File: src/rtl/mips_multicycle_core_if.sv
// Unified instruction/data memory bus for mips_multicycle_core.
// master: the core (drives request, direction, address, store data).
// slave : the memory (returns read data and the ready handshake).
// A transfer completes on the rising edge where mem_req & mem_ready are both high.
interface mips_multicycle_core_if;
    logic        mem_req;
    logic        mem_we;
    logic [31:0] mem_addr;
    logic [31:0] mem_wdata;
    logic [31:0] mem_rdata;
    logic        mem_ready;

    modport master (
        output mem_req,
        output mem_we,
        output mem_addr,
        output mem_wdata,
        input  mem_rdata,
        input  mem_ready
    );

    modport slave (
        input  mem_req,
        input  mem_we,
        input  mem_addr,
        input  mem_wdata,
        output mem_rdata,
        output mem_ready
    );
endinterface

File: src/rtl/mips_multicycle_core.sv
// Multicycle MIPS core: control FSM, 32x32 register file, ALU and one unified memory port
// with a ready handshake, so memory may insert any number of wait states.
// Ports:
//   clk     - rising-edge clock
//   reset   - asynchronous active-low reset
//   mem     - unified memory bus (master side)
//   pc      - architectural PC
//   retire  - one-cycle pulse in the final state of each instruction
//   illegal - sticky flag, set when an unsupported instruction is decoded
module mips_multicycle_core #(
    parameter logic [31:0] RESET_PC = 32'h0000_0000
) (
    input  logic                        clk,
    input  logic                        reset,
    mips_multicycle_core_if.master      mem,
    output logic [31:0]                 pc,
    output logic                        retire,
    output logic                        illegal
);

    localparam logic [3:0] FETCH  = 4'd0;
    localparam logic [3:0] DECODE = 4'd1;
    localparam logic [3:0] MEMADR = 4'd2;
    localparam logic [3:0] MEMRD  = 4'd3;
    localparam logic [3:0] MEMWB  = 4'd4;
    localparam logic [3:0] MEMWR  = 4'd5;
    localparam logic [3:0] EXEC   = 4'd6;
    localparam logic [3:0] ALUWB  = 4'd7;
    localparam logic [3:0] ADDIEX = 4'd8;
    localparam logic [3:0] ADDIWB = 4'd9;
    localparam logic [3:0] BRANCH = 4'd10;
    localparam logic [3:0] JUMP   = 4'd11;
    localparam logic [3:0] ERROR  = 4'd12;

    localparam logic [5:0] OP_R    = 6'h00;
    localparam logic [5:0] OP_J    = 6'h02;
    localparam logic [5:0] OP_BEQ  = 6'h04;
    localparam logic [5:0] OP_BNE  = 6'h05;
    localparam logic [5:0] OP_ADDI = 6'h08;
    localparam logic [5:0] OP_LW   = 6'h23;
    localparam logic [5:0] OP_SW   = 6'h2b;

    localparam logic [5:0] F_SLL = 6'h00;
    localparam logic [5:0] F_ADD = 6'h20;
    localparam logic [5:0] F_SUB = 6'h22;
    localparam logic [5:0] F_AND = 6'h24;
    localparam logic [5:0] F_OR  = 6'h25;
    localparam logic [5:0] F_SLT = 6'h2a;

    logic [3:0]  state_q, state_d;
    logic [31:0] pc_q, pc_d;
    logic [31:0] ir_q, ir_d;
    logic [31:0] mdr_q, mdr_d;
    logic [31:0] a_q, a_d;
    logic [31:0] b_q, b_d;
    logic [31:0] aluout_q, aluout_d;
    logic        illegal_q, illegal_d;

    logic [31:0] rf [32];
    logic        rf_we;
    logic [4:0]  rf_waddr;
    logic [31:0] rf_wdata;
    logic [31:0] rf_rs;
    logic [31:0] rf_rt;

    logic [5:0]  opcode;
    logic [4:0]  rs;
    logic [4:0]  rt;
    logic [4:0]  rd;
    logic [4:0]  shamt;
    logic [5:0]  funct;
    logic [31:0] signimm;
    logic        funct_ok;
    logic [31:0] alu_result;
    logic        handshake;
    logic        branch_taken;

    assign opcode  = ir_q[31:26];
    assign rs      = ir_q[25:21];
    assign rt      = ir_q[20:16];
    assign rd      = ir_q[15:11];
    assign shamt   = ir_q[10:6];
    assign funct   = ir_q[5:0];
    assign signimm = {{16{ir_q[15]}}, ir_q[15:0]};

    // Only the supported R-type functions are routed to EXEC; the rest trap.
    assign funct_ok = (funct == F_ADD) || (funct == F_SUB) || (funct == F_AND) ||
                      (funct == F_OR)  || (funct == F_SLT) || (funct == F_SLL);

    // r0 is hard-wired to zero on the read side; writes to it are dropped below.
    assign rf_rs = (rs == 5'd0) ? 32'd0 : rf[rs];
    assign rf_rt = (rt == 5'd0) ? 32'd0 : rf[rt];

    // Request is gated by reset so it drops the instant reset asserts, even mid-transfer.
    assign mem.mem_req   = reset &&
                           ((state_q == FETCH) || (state_q == MEMRD) || (state_q == MEMWR));
    assign mem.mem_we    = reset && (state_q == MEMWR);
    assign mem.mem_addr  = (state_q == FETCH) ? pc_q : aluout_q;
    assign mem.mem_wdata = b_q;

    assign handshake = mem.mem_req && mem.mem_ready;

    assign pc      = pc_q;
    assign illegal = illegal_q;

    // A store retires on its handshake cycle; every other instruction in its last state.
    assign retire = (state_q == MEMWB) || (state_q == ALUWB) || (state_q == ADDIWB) ||
                    (state_q == BRANCH) || (state_q == JUMP) ||
                    ((state_q == MEMWR) && handshake);

    // bne inverts the equality test of beq.
    assign branch_taken = (a_q == b_q) ^ (opcode == OP_BNE);

    always_comb begin
        alu_result = 32'd0;
        case (funct)
            F_ADD:   alu_result = a_q + b_q;
            F_SUB:   alu_result = a_q - b_q;
            F_AND:   alu_result = a_q & b_q;
            F_OR:    alu_result = a_q | b_q;
            F_SLT:   alu_result = {31'd0, $signed(a_q) < $signed(b_q)};
            F_SLL:   alu_result = b_q << shamt;
            default: alu_result = 32'd0;
        endcase
    end

    always_comb begin
        state_d   = state_q;
        pc_d      = pc_q;
        ir_d      = ir_q;
        mdr_d     = mdr_q;
        a_d       = a_q;
        b_d       = b_q;
        aluout_d  = aluout_q;
        illegal_d = illegal_q;
        rf_we     = 1'b0;
        rf_waddr  = rt;
        rf_wdata  = aluout_q;

        case (state_q)
            FETCH: begin
                if (handshake) begin
                    ir_d    = mem.mem_rdata;
                    pc_d    = pc_q + 32'd4;
                    state_d = DECODE;
                end
            end
            DECODE: begin
                a_d = rf_rs;
                b_d = rf_rt;
                // pc already holds pc+4 here, so this is the branch target.
                aluout_d = pc_q + {signimm[29:0], 2'b00};
                case (opcode)
                    OP_LW, OP_SW:   state_d = MEMADR;
                    OP_R:           state_d = funct_ok ? EXEC : ERROR;
                    OP_ADDI:        state_d = ADDIEX;
                    OP_BEQ, OP_BNE: state_d = BRANCH;
                    OP_J:           state_d = JUMP;
                    default:        state_d = ERROR;
                endcase
            end
            MEMADR: begin
                aluout_d = a_q + signimm;
                state_d  = (opcode == OP_LW) ? MEMRD : MEMWR;
            end
            MEMRD: begin
                if (handshake) begin
                    mdr_d   = mem.mem_rdata;
                    state_d = MEMWB;
                end
            end
            MEMWB: begin
                rf_we    = 1'b1;
                rf_waddr = rt;
                rf_wdata = mdr_q;
                state_d  = FETCH;
            end
            MEMWR: begin
                if (handshake) begin
                    state_d = FETCH;
                end
            end
            EXEC: begin
                aluout_d = alu_result;
                state_d  = ALUWB;
            end
            ALUWB: begin
                rf_we    = 1'b1;
                rf_waddr = rd;
                rf_wdata = aluout_q;
                state_d  = FETCH;
            end
            ADDIEX: begin
                aluout_d = a_q + signimm;
                state_d  = ADDIWB;
            end
            ADDIWB: begin
                rf_we    = 1'b1;
                rf_waddr = rt;
                rf_wdata = aluout_q;
                state_d  = FETCH;
            end
            BRANCH: begin
                if (branch_taken) begin
                    pc_d = aluout_q;
                end
                state_d = FETCH;
            end
            JUMP: begin
                pc_d    = {pc_q[31:28], ir_q[25:0], 2'b00};
                state_d = FETCH;
            end
            ERROR: begin
                state_d = ERROR;
            end
            default: begin
                state_d = ERROR;
            end
        endcase

        // Flag goes up on the edge that enters ERROR and stays until reset.
        if (state_d == ERROR) begin
            illegal_d = 1'b1;
        end
    end

    always_ff @(posedge clk or negedge reset) begin
        if (!reset) begin
            state_q   <= FETCH;
            pc_q      <= RESET_PC;
            ir_q      <= 32'd0;
            mdr_q     <= 32'd0;
            a_q       <= 32'd0;
            b_q       <= 32'd0;
            aluout_q  <= 32'd0;
            illegal_q <= 1'b0;
        end else begin
            state_q   <= state_d;
            pc_q      <= pc_d;
            ir_q      <= ir_d;
            mdr_q     <= mdr_d;
            a_q       <= a_d;
            b_q       <= b_d;
            aluout_q  <= aluout_d;
            illegal_q <= illegal_d;
        end
    end

    // Register file is deliberately not reset; state is FETCH during reset so no write fires.
    always_ff @(posedge clk) begin
        if (rf_we && (rf_waddr != 5'd0)) begin
            rf[rf_waddr] <= rf_wdata;
        end
    end

endmodule

File: src/flat_wrapper.sv
// flat-port wrapper written by rule: the top's interface ports become plain ports
module mips_multicycle_core_flat 
#(
    parameter logic [31:0] RESET_PC = 32'h0000_0000
)
  (clk, reset, pc, retire, illegal, mem_mem_req, mem_mem_we, mem_mem_addr, mem_mem_wdata, mem_mem_rdata, mem_mem_ready);
  mips_multicycle_core_if mem_i ();
  input  logic clk;
  input  logic reset;
  output logic [31:0] pc;
  output logic retire;
  output logic illegal;
  output wire logic [$bits(mem_i.mem_req)-1:0] mem_mem_req;
  output wire logic [$bits(mem_i.mem_we)-1:0] mem_mem_we;
  output wire logic [$bits(mem_i.mem_addr)-1:0] mem_mem_addr;
  output wire logic [$bits(mem_i.mem_wdata)-1:0] mem_mem_wdata;
  input wire logic [$bits(mem_i.mem_rdata)-1:0] mem_mem_rdata;
  input wire logic [$bits(mem_i.mem_ready)-1:0] mem_mem_ready;
  assign mem_mem_req = mem_i.mem_req;
  assign mem_mem_we = mem_i.mem_we;
  assign mem_mem_addr = mem_i.mem_addr;
  assign mem_mem_wdata = mem_i.mem_wdata;
  assign mem_i.mem_rdata = mem_mem_rdata;
  assign mem_i.mem_ready = mem_mem_ready;
  mips_multicycle_core #(.RESET_PC(RESET_PC)) u_core (.clk(clk), .reset(reset), .mem(mem_i), .pc(pc), .retire(retire), .illegal(illegal));
endmodule
File: config.mk
export PLATFORM = sky130hd
export DESIGN_NAME = mips_multicycle_core_flat
export DESIGN_NICKNAME = d
export VERILOG_FILES = /design/src/rtl/mips_multicycle_core_if.sv /design/src/rtl/mips_multicycle_core.sv /design/src/flat_wrapper.sv
export SDC_FILE = /design/constraint.sdc
export NUM_CORES = 2
export LEC_CHECK = 0
export ABC_AREA = 1
export ABC_CLOCK_PERIOD_IN_PS = 5100
export BUFFER_PORTS_ARGS = -buffer_cell sky130_fd_sc_hd__buf_2
export CAP_MARGIN = 10
export CELL_PAD_IN_SITES_DETAIL_PLACEMENT = 1
export CELL_PAD_IN_SITES_GLOBAL_PLACEMENT = 2
export CORE_UTILIZATION = 36
export CTS_CLUSTER_SIZE = 40
export DETAILED_ROUTE_END_ITERATION = 10
export PLACE_DENSITY = 0.85
export SYNTH_ARGS = -nofsm -noshare
export SYNTH_HDL_FRONTEND = slang
export SYNTH_SLANG_ARGS = --single-unit
File: constraint.sdc
create_clock -name clk -period 5.1 [get_ports clk]
set_input_delay 0.255 -clock clk [delete_from_list [all_inputs] [get_ports clk]]
set_output_delay 0.255 -clock clk [all_outputs]
set_load 0.02 [all_outputs]
==> run summary <==
status - finished, final reports clean
cell area after synthesis - 70600 um2
CP Class - flop to flop
min Tclk post-route - 3930 ps
most frequent cells in the layout - nand2_1, o21ai_0, edfxtp_1
die width - 445 um
router iterations before antenna repair - 7
Final Hold Viols - 0
root buffer cell - clkbuf_16
vias per cell - 6.11
Setup Buffers After CTS - 0
Initial Util - 36.2%
Tightest Hold Check Type - input port to flop
clk slew on worst S/H paths - 70 ps
Reg-to-Reg Start - u_core.ir_q[6]
Tightest Pin Transition - 1300 ps
final net count - 8529
Crit path arrival time - 4570 ps
CTS Buf Count - 143
vias in the first global route - 68100
# rows - 162
Tot GR Track Use - 33.3%
Die ar. - 198000 um2
die height - 445 um
Leak - 30.8 nW
H-tree levels - 4
CTS tree - built
maximum clock frequency - 255 MHz
element type at the critical path end - flop
clk_lat worst skew - 840 ps
clk sink count - 1221
worst setup margin - 1170 ps
max cap viols - 0
Post-synth top flop - edfxtp_1
Final setup violation count - 0
commonest non-fill, non-tap cell in the layout - nand2_1
Area growth, synth to finish - 12.8%
post-synthesis register bit count - 1221
fin crit share - 77.0%
aggregate global routing overflow - 0
Crit Path Max Fanout - 46
layout cells sized above 1 - 8.49%
share of flip-flops with an asynchronous set or reset - 16.1%
first-pass GRT wire length - 479000 um
area of the multi-input gates - 30500 um2
syn_area_per_cell - 8.47 um2
Wirelength per Cell - 30.6 um
setup tns final - 0 ps
hold path startpoint - mem_mem_ready
Syn Inst Count - 8344
antenna viol nets, final - 0
max-slew violations - 0
number of port buffers - 134
reg2reg setup slack - 1170 ps
register area - 35700 um2
worst slack, placed - 1330 ps
drt total wl - 339000 um
clock tree buffer depth - 3
GP Congestion - 0.987
initial antenna violation count - 21
clk_skew - 45.9 ps
synth warn - 0
Ports - 135
critical path startpoint category - flop
power per cell area - 747 nW/um2
maximum VDD drop - 0.428 mV
RSZ-0062 raised after global routing - false
FILL cells - 22800
library cells used by synthesis - 66
worst r2r dst - u_core.aluout_q[15]
CP required - 5740 ps
largest net degree at the start of global routing - 209
DRC - 0
Slew headroom - 13.0%
hold path depth - 6
Post-synth EDFFs - 1024
1st-iter DRT viols - 7967
DPL Wire Length - 223000 um
Endpoint, Worst Hold - u_core.state_q[0]
sequential area share after synthesis - 50.5%
Core ar. - 195000 um2
worst reg2reg path depth - 9
via count - 67700
how the worst max path moves through the flow:
stage                         start                   to  slack (ps)  cells past startpoint
global route         u_core.ir_q[6]  u_core.aluout_q[15]        1170                     11
detailed placement   u_core.ir_q[6]  u_core.aluout_q[15]        1330                      9
finish               u_core.ir_q[6]  u_core.aluout_q[15]        1170                      9
CTS                  u_core.ir_q[6]  u_core.aluout_q[15]        1340                      9
floorplan           u_core.ir_q[15]     u_core.rf[28][0]         720                      6
global placement     u_core.ir_q[6]  u_core.aluout_q[15]        1430                      9
through the flow:
| stage | hold WS (ps) | instances | util [%] | instance area [um2] | power (mW) |
|---|---|---|---|---|---|
| 2_1_floorplan | -40.6 | 8375 | - | 70800 | 34.4 |
| 3_3_place_gp | 220 | 10800 | 38.2 | 74600 | 47.3 |
| 3_5_place_dp | 207 | 10800 | 38.2 | 74600 | 48.0 |
| 4_1_cts | 7.90 | 11100 | 40.8 | 79600 | 58.6 |
| 5_1_grt | 62.6 | 11100 | 40.9 | 79700 | 62.0 |
| 6_report | 50.7 | 11100 | 40.9 | 79700 | 59.5 |
final cells by class:
cell class	count	share of cell area [%]
clock buffer	171	4.69
sequential	1221	44.8
timing repair buffer	329	3.31
antenna	9	0.0283
multi-input combinational	5882	38.2
clock inverter	88	1.22
tap	2624	4.12
inverter	751	3.58
flip-flops by register name (all words and copies together), names as in the netlist:
signal and count:
u_core.mem.mem_wdata 32, u_core.state_q 4, u_core.rf 1024, u_core.illegal 1
u_core.a_q 32, u_core.ir_q 32, u_core.pc 32, u_core.mdr_q 32
u_core.aluout_q 32
kinds of logic after synthesis:
logic type | Yosys count | share of synthesized area [%]
simple gates | 3269 | 18.7
mux | 32 | 0.510
other cells | 1 | 0.00531
compound gates | 2363 | 19.9
xor+xnor | 20 | 0.248
flops | 1221 | 50.5
buf+inv | 1272 | 7.17
fa+ha+maj | 166 | 2.98
worst max-delay path: stages (launching register included):
cell and delay (ps):
dfrtp_2 1000, ha_1 480, a21oi_1 270, o21bai_1 190
a21oi_1 300, nand2_1 190, a21oi_1 150, o21ai_0 200
a21oi_1 760, a22oi_1 180
per-layer routing:
| layer | GRT usage, % | wire (um) |
|---|---|---|
| met3 | 6.17 | 29300 |
| met4 | 22.9 | 26400 |
| met2 | 52.7 | 153000 |
| met5 | 0 | 100 |
| met1 | 41.3 | 130000 |
where the power goes:
| group | leakage, nW | internal, mW | switching [mW] |
|---|---|---|---|
| combinational | 16.8 | 8.78 | 25.2 |
| sequential | 11.7 | 13.4 | 1.63 |
| clock | 2.30 | 6.00 | 4.54 |
| total | 30.8 | 28.2 | 31.4 |
what timing repair did:
item	4_1_cts	5_1_grt
gates resized for setup	0	0
endpoints found under the setup margin	0	0
hold buffers	34	0
hold endpoints to repair	141	0
Yosys cell counts (12+ instances only):
library cell  count  share of area, %
a21boi_0         12              0.13
a21oi_1         194               1.4
a221oi_1        251               3.1
a22o_1          124               1.5
a22oi_1          13              0.14
buf_1            28              0.15
buf_2           143               1.0
buf_4            18              0.19
clkbuf_1        328               1.7
dfrtp_1         197               7.0
edfxtp_1       1024                44
ha_1            162               2.9
inv_1           714               3.8
inv_2            30              0.16
mux2_2           22              0.35
nand2_1        1869               9.9
nand3_1         382               2.7
nand4_1          46              0.41
nor2_1          851               4.5
nor2_2           15              0.13
nor3_1           56              0.40
o211ai_1         19              0.20
o21ai_0        1285               9.1
o21ai_1          71              0.50
o21ai_2          23              0.29
o21bai_1         19              0.20
o221ai_1         19              0.24
o22ai_1         289               2.6
or2_2            14              0.12
xor2_1           13              0.16
No activity file was read; power rests on OpenSTA's default activity.
